--- config.mk ---
export PLATFORM = sky130hd
export DESIGN_NAME = ram_portb_arbiter
export DESIGN_NICKNAME = d
export VERILOG_FILES = /design/src/rtl/ram_portb_arbiter.sv
export SDC_FILE = /design/constraint.sdc
export NUM_CORES = 1
export LEC_CHECK = 0
export CAP_MARGIN = 5
export CORE_ASPECT_RATIO = 0.75
export CORE_UTILIZATION = 40
export DETAILED_ROUTE_END_ITERATION = 10
export PLACE_DENSITY = 0.86
export SYNTH_ARGS = -nofsm -noshare
export SYNTH_HDL_FRONTEND = slang
export SYNTH_SLANG_ARGS = --single-unit
--- constraint.sdc ---
create_clock -name CLK_50 -period 3.4 [get_ports CLK_50]
set_input_delay 0.34 -clock CLK_50 [delete_from_list [all_inputs] [get_ports CLK_50]]
set_output_delay 0.34 -clock CLK_50 [all_outputs]
set_load 0.1 [all_outputs]
--- src/rtl/ram_portb_arbiter.sv ---
// Port-B arbiter for a dual-port video RAM: VGA reads win, then the zeroing sequence, then host.
// Host reads return data two cycles after acceptance; the clear walks every address once.
module ram_portb_arbiter #(
    parameter int DATA_WIDTH         = 16,
    parameter int RAM_REGISTER_COUNT = 1024,
    parameter int CLEAR_ON_RESET     = 1,
    localparam int ADDR_W            = $clog2(RAM_REGISTER_COUNT)
) (
    input  logic                  CLK_50,
    input  logic                  resetN,
    input  logic                  vga_active,
    input  logic [ADDR_W-1:0]     vga_addr,
    output logic [DATA_WIDTH-1:0] vga_data,
    input  logic                  clear_start,
    output logic                  clear_busy,
    output logic                  clear_done,
    input  logic                  host_req,
    input  logic                  host_we,
    input  logic [ADDR_W-1:0]     host_addr,
    input  logic [DATA_WIDTH-1:0] host_wdata,
    output logic                  host_ready,
    output logic                  host_rvalid,
    output logic [DATA_WIDTH-1:0] host_rdata,
    output logic [ADDR_W-1:0]     ram_address_b,
    output logic [DATA_WIDTH-1:0] ram_data_b,
    output logic                  ram_wren_b,
    input  logic [DATA_WIDTH-1:0] ram_q_b
);

    typedef enum logic [1:0] {ST_IDLE, ST_CLEAR, ST_RD_WAIT} state_t;

    localparam logic [ADDR_W-1:0] LAST_ADDR  = ADDR_W'(RAM_REGISTER_COUNT - 1);
    localparam logic              INIT_CLEAR = (CLEAR_ON_RESET != 0);

    state_t                  state_q, state_d;
    logic [ADDR_W-1:0]       clear_ptr_q, clear_ptr_d;
    logic                    init_q, init_d;
    logic                    pend_q, pend_d;
    logic                    done_q, done_d;
    logic                    rvalid_q, rvalid_d;
    logic [DATA_WIDTH-1:0]   rdata_q, rdata_d;
    logic                    clear_req;
    logic                    host_acc;

    // Any outstanding clear request (new, latched during RD_WAIT, or post-reset) blocks the host.
    assign clear_req  = clear_start | pend_q | init_q;
    assign host_ready = resetN & (state_q == ST_IDLE) & ~vga_active & ~clear_req;
    assign host_acc   = host_req & host_ready;

    assign vga_data    = ram_q_b;
    assign clear_busy  = (state_q == ST_CLEAR);
    assign clear_done  = done_q;
    assign host_rvalid = rvalid_q;
    assign host_rdata  = rdata_q;

    always_ff @(posedge CLK_50 or negedge resetN) begin
        if (!resetN) begin
            state_q     <= ST_IDLE;
            clear_ptr_q <= '0;
            init_q      <= INIT_CLEAR;
            pend_q      <= 1'b0;
            done_q      <= 1'b0;
            rvalid_q    <= 1'b0;
            rdata_q     <= '0;
        end else begin
            state_q     <= state_d;
            clear_ptr_q <= clear_ptr_d;
            init_q      <= init_d;
            pend_q      <= pend_d;
            done_q      <= done_d;
            rvalid_q    <= rvalid_d;
            rdata_q     <= rdata_d;
        end
    end

    always_comb begin
        state_d     = state_q;
        clear_ptr_d = clear_ptr_q;
        init_d      = init_q;
        pend_d      = pend_q;
        done_d      = 1'b0;
        rvalid_d    = 1'b0;
        rdata_d     = rdata_q;
        case (state_q)
            ST_IDLE: begin
                if (clear_req) begin
                    state_d     = ST_CLEAR;
                    clear_ptr_d = '0;
                    init_d      = 1'b0;
                    pend_d      = 1'b0;
                end else if (host_acc && !host_we) begin
                    state_d = ST_RD_WAIT;
                end
            end
            ST_CLEAR: begin
                // Pointer only advances on cycles where the clear actually owns port B.
                if (!vga_active) begin
                    if (clear_ptr_q == LAST_ADDR) begin
                        state_d = ST_IDLE;
                        done_d  = 1'b1;
                    end else begin
                        clear_ptr_d = clear_ptr_q + 1'b1;
                    end
                end
            end
            ST_RD_WAIT: begin
                state_d  = ST_IDLE;
                rvalid_d = 1'b1;
                rdata_d  = ram_q_b;
                if (clear_start) begin
                    pend_d = 1'b1;
                end
            end
            default: state_d = ST_IDLE;
        endcase
    end

    always_comb begin
        ram_address_b = vga_addr;
        ram_data_b    = '0;
        ram_wren_b    = 1'b0;
        if (!vga_active) begin
            if (state_q == ST_CLEAR) begin
                ram_address_b = clear_ptr_q;
                ram_wren_b    = 1'b1;
            end else if (host_acc) begin
                ram_address_b = host_addr;
                ram_wren_b    = host_we;
                if (host_we) begin
                    ram_data_b = host_wdata;
                end
            end
        end
    end

endmodule

### After elaboration in Yosys (flattened, before gate mapping)

Cells that the tools add are included.

* bits in registers: 32
* bits of input ports: 58
* output and inout port bits: 63
* logic and storage cells: 60

* add/subtract/negate cells: 1
* equal/unequal tests: 9
* multiplexer cells: 26
* bitwise logic cells: 8
* reduce and logical (&&, ||, !) cells: 9

Operators with widths (number)
* $mux 16: 4
* $mux 10: 6
* $pmux 10 s2: 1
* $add 10x1->10 const B: 1
* $eq 10x10->1 const B: 1
* $mux 1: 9
* $mux 2: 4
* $ne 2x2->1 const B: 4
* $reduce_and 3->1: 2
* $and 1x1->1: 4
* $pmux 2 s2: 1
* $reduce_and 4->1: 1
* $reduce_bool 2->1: 2
* $ne 3x2->1 const B: 1
* $eq 2x1->1 const B: 1
* $eq 2x2->1 const B: 1
* $logic_not 2->1: 1
* $ne 2x1->1 const B: 1
* $not 1->1: 2
* $or 1x1->1: 2
* $pmux 1 s2: 1
* $reduce_and 2->1: 1
* $logic_and 1x1->1: 1
* $logic_not 1->1: 1

### Logic depth before layout (Yosys ltp)

* depth in word-level cells: 9
* mapped depth: 7
* mapped depth without buffers: 5

### Worst setup path before layout

Ideal clock, no wire load.

* kind: register to output
* from: reg state_q[0]
* to: out ram_data_b[10]
* arrival: 2.541 ns
* required time: 3.060 ns
* setup slack: 0.519 ns
* cell stages (with the launch flop): 8
* buffers on the path: 3
* cells stage by stage: dfrtp_1 -> buf_6 -> nand2b_1 -> buf_2 -> inv_1 -> nor4b_4 -> buf_4 -> and2_1

* elaborated cells on any way between the ends: 9
* classes of those cells: 1 x eq/ne; 3 x mux; 4 x bitwise; 1 x reduce/logical

RTL lines
* start: declaration: line 35 `state_t state_q, state_d;`
* start signal: assignment: line 66 `state_q <= state_d;`
* $eq 2x1->1
* net clear_busy: line 15 `output logic clear_busy,`
* $mux 16: line 123 `if (state_q == ST_CLEAR) begin`
* $mux 16: line 122 `if (!vga_active) begin`
* end: declaration: line 25 `output logic [DATA_WIDTH-1:0] ram_data_b,`

The timed path passes the listed nets, and every way through them passes these cells.

### Worst setup path after layout

* from: in clear_start
* to: out ram_data_b[0]

* longest elaborated chain between the ends: 8

Ends and longest elaborated chain
* start: declaration: line 14 `input logic clear_start,`
* $or 1x1->1 (2 in a row): line 46 `assign clear_req = clear_start | pend_q | init_q;`
* $not 1->1: line 47 `assign host_ready = resetN & (state_q == ST_IDLE) & ~vga_active & ~clear_req;`
* $and 1x1->1: line 47
* $and 1x1->1: line 48 `assign host_acc = host_req & host_ready;`
* $mux 16: line 126 `end else if (host_acc) begin`
* $mux 16: line 123
* $mux 16: line 122

Every way passes these cells.

==> metrics.csv <==
stage,metric,value,unit
global_route,first-pass GRT wire length,7.67,mm
synth,post-synth top area share,40.8,%
critical_path,Worst setup EP type,output port,
global_route,largest net degree at the start of global routing,33,
flow_run,maxcap violations,0,
sta,max frequency,337,MHz
sta,slew margin rel.,34.2,%
placed_design,Placer Congestion,0.808,
pwr,sw power,0.941,mW
critical_path,WP data arrival,2630,ps
cts,Num Clock Sinks,32,
cts,Skew-Pair Late Insertion Delay,270,ps
synth,Mapped Nets,241,
placed_design,Inst Count DP,335,
sta,Final Hold Viols,0,
synth,"top cells by count, synth","dfrtp_1 (31), o22a_1 (20), and2_1 (17), buf_4 (17), mux2_2 (16)",
pwr,worst vdd ir,390,uV
placed_design,port buffer count,120,
cts,cts repair resizes,0,
global_route,vias in the first global route,1604,
status,status,"finished, final reports clean",
cells_and_area,final non-filler cell total,343,
synth,Post-synth top flop,dfrtp_1,
drt,Routed Antenna Nets,0,
placed_design,HPWL Detailed,3.89,mm
cells_and_area,Fill cells,330,
die,die height,61.7,um
synth,"Avg Cell Area, Syn",10.4,um^2
placed_design,pre-CTS setup slack,414,ps
cts,CTS tree,built,
cells_and_area,nets,344,
cells_and_area,final core occ,73.6,%
global_route,antenna violations before repair,0,
cells_and_area,Multi-input gate area,891,um^2
cts,Root Buffer,clkbuf_8,
die,io pins,121,
cts,total CTS buffers,5,
cts,CTS H-Tree Depth,2,
cts,hold buffer count at CTS,0,
pwr,power density cells,585,nW/um^2
sta,RSZ-0062 raised after global routing,false,
sta,worst setup margin,433,ps
synth,"area leader, netlist",dfrtp_1,
pwr,clock share of power,14.0,%
cells_and_area,antenna cell count,0,
die,die area,5030,um^2
synth,Synth Cell Area,1900,um^2
synth,top-count cell post-synth,dfrtp_1,
critical_path,Worst Setup Start Kind,input port,
sta,Setup Viol. Count Final,0,
drt,vias,1755,
drt,initial drt markers,56,
sta,Worst Max-Slew Pin Slew,983,ps
synth,Synth Instances,182,
cts,clock slew at reported path FFs,60,ps
cts,deepest clock path buffer count,2,
die,Starting Density,42.1,%
die,# rows,21,
drt,drt via density,5.12,
drt,WL/cell,14.4,um
pwr,combinational share of power,61.3,%
synth,Area contributors post-synth,"dfrtp_1 (41%), mux2_2 (9.5%), o22a_1 (9.2%)",
worst_hold_path,hold crit path type,reg2reg,
synth,Post-synth EDFFs,0,
synth,Yosys cell types,36,
critical_path,WP data required,3060,ps
drt,final wirelength,4.96,mm
synth,post-synthesis sequential area ratio,42.2,%
global_route,GRT Util Overall,20.5,%
critical_path,Setup CP Type,in2out,
pwr,leakage power total,1.45,nW
critical_path,crit-path max FO,17,
synth,Synth warnings,0,
pwr,Switching Share,48.4,%
cells_and_area,share of cells above drive strength 1,26.6,%
synth,ys async rst share,100,%
sta,fin crit share,87.3,%
die,core region area,4520,um^2
drt,TritonRoute pass-1 iters,4,
sta,"Min Clock Period, post-route",2970,ps
sta,Final TNS setup,0,ps
sta,Max Transition Viols Final,0,
global_route,GR Overflow Total,0,
pwr,internal power,1.00,mW
cells_and_area,synth-to-layout area growth,74.9,%
die,Die Width,81.6,um
pwr,Reg power frac,24.8,%
drt,DRC violations left,0,
cts,post-CTS setup buffer count,0,
synth,Yosys reg bits,32,
sta,Fin Clk Skew,5.33,ps
cells_and_area,Reg area,802,um^2
==> final timing paths <==
kind	endpoint	start	slack, ps	depth (start not counted)
max	ram_data_b[0]	clear_start	430	6
min	init_q$_DFFE_PN1P_	init_q$_DFFE_PN1P_	490	1
max reg2reg	clear_ptr_q[4]$_DFFE_PN0P_	clear_ptr_q[0]$_DFFE_PN0P_	1540	5
min reg2reg	init_q$_DFFE_PN1P_	init_q$_DFFE_PN1P_	490	1
max in group asynchronous	init_q$_DFFE_PN1P_	resetN	2530	2
min in group asynchronous	clear_ptr_q[4]$_DFFE_PN0P_	resetN	530	2
==> placed cells by master (no fill, tap or decap) <==
master           count
o41ai_1              1
nand2b_1             1
clkdlybuf4s50_1     75
clkbuf_8             5
nand2_1              8
or2_1                1
dfrtp_1             31
buf_12              28
nor3_1               3
or3_1                2
nor2b_1              3
a21oi_1             10
and3_1               4
and4_4               1
o21ba_2              1
buf_4               21
o31ai_1              7
ha_1                 1
and4b_1              1
o211ai_1             1
a21oi_2              1
nor2_1               3
dfstp_2              1
and2_1              17
or4_1                6
mux2_2              16
o21ai_1              1
nor4b_4              1
o22a_1              20
clkbuf_1             3
a21o_1               1
nor4_1               2
nand4_2              1
inv_1                3
nand4_1              1
o21ai_0              4
==> power groups by stage <==
| stage | Clock (mW) | Combinational, mW | Sequential (mW) |
|---|---|---|---|
| 3_3_place_gp | 0 | 1.18 | 0.483 |
| 6_report | 0.271 | 1.19 | 0.482 |
| 5_1_grt | 0.300 | 1.25 | 0.490 |
| 4_1_cts | 0.280 | 1.20 | 0.481 |
| 2_1_floorplan | 0 | 0.801 | 0.506 |
| 3_5_place_dp | 0 | 1.19 | 0.488 |
==> final cells by class <==
class	count	area share (%)
Tap cell	57	2.15
Timing Repair Buffer	124	44.2
Multi-Input combinational cell	119	26.8
Inverter	3	0.339
Sequential cell	32	24.1
Clock buffer	8	2.41
==> registers in the layout, indices dropped and copies added (netlist names) <==
name	flops
host_rdata	16
init_q	1
clear_done	1
clear_ptr_q	10
host_rvalid	1
state_q	2
pend_q	1
==> per-layer routing <==
layer | wire [um] | up-vias | GRT usage (%) | part of all wire (%)
met5 | 0 | - | 0 | 0
met4 | 33 | 0 | 6.02 | 0.67
met3 | 409 | 4 | 5.99 | 8.3
met2 | 2420 | 70 | 34.0 | 49
met1 | 2090 | 815 | 26.3 | 42
li1 | - | 866 | - | -
==> critical path, cell delays in order <==
cell and delay, ps:
clkdlybuf4s50_1 440, nor3_1 330, nand4_2 400, nor4b_4 650
and2_1 270, buf_12 190
==> metrics by stage <==
step / hold WS [ps] / power, mW / cell area [um^2]
after floorplan: 44.4 / 1.31 / 1900
after global placement: 480 / 1.66 / 3240
after detailed placement: 488 / 1.68 / 3240
after CTS: 496 / 1.96 / 3320
after global routing: 505 / 2.04 / 3320
final: 493 / 1.94 / 3320
==> kinds of logic (layout without fill, tap and decap cells) <==
kind of cell	Yosys count	after routing	synth area share [%]
multiplexers	16	16	9.48
AND/OR/NAND/NOR	55	55	18.6
adder cells (fa/ha/maj)	1	1	0.658
flip-flops	32	32	42.2
buffers and inverters	31	135	10.9
AO/OA/AOI/OAI	47	47	18.2
Power figures use the tool's default switching activity.
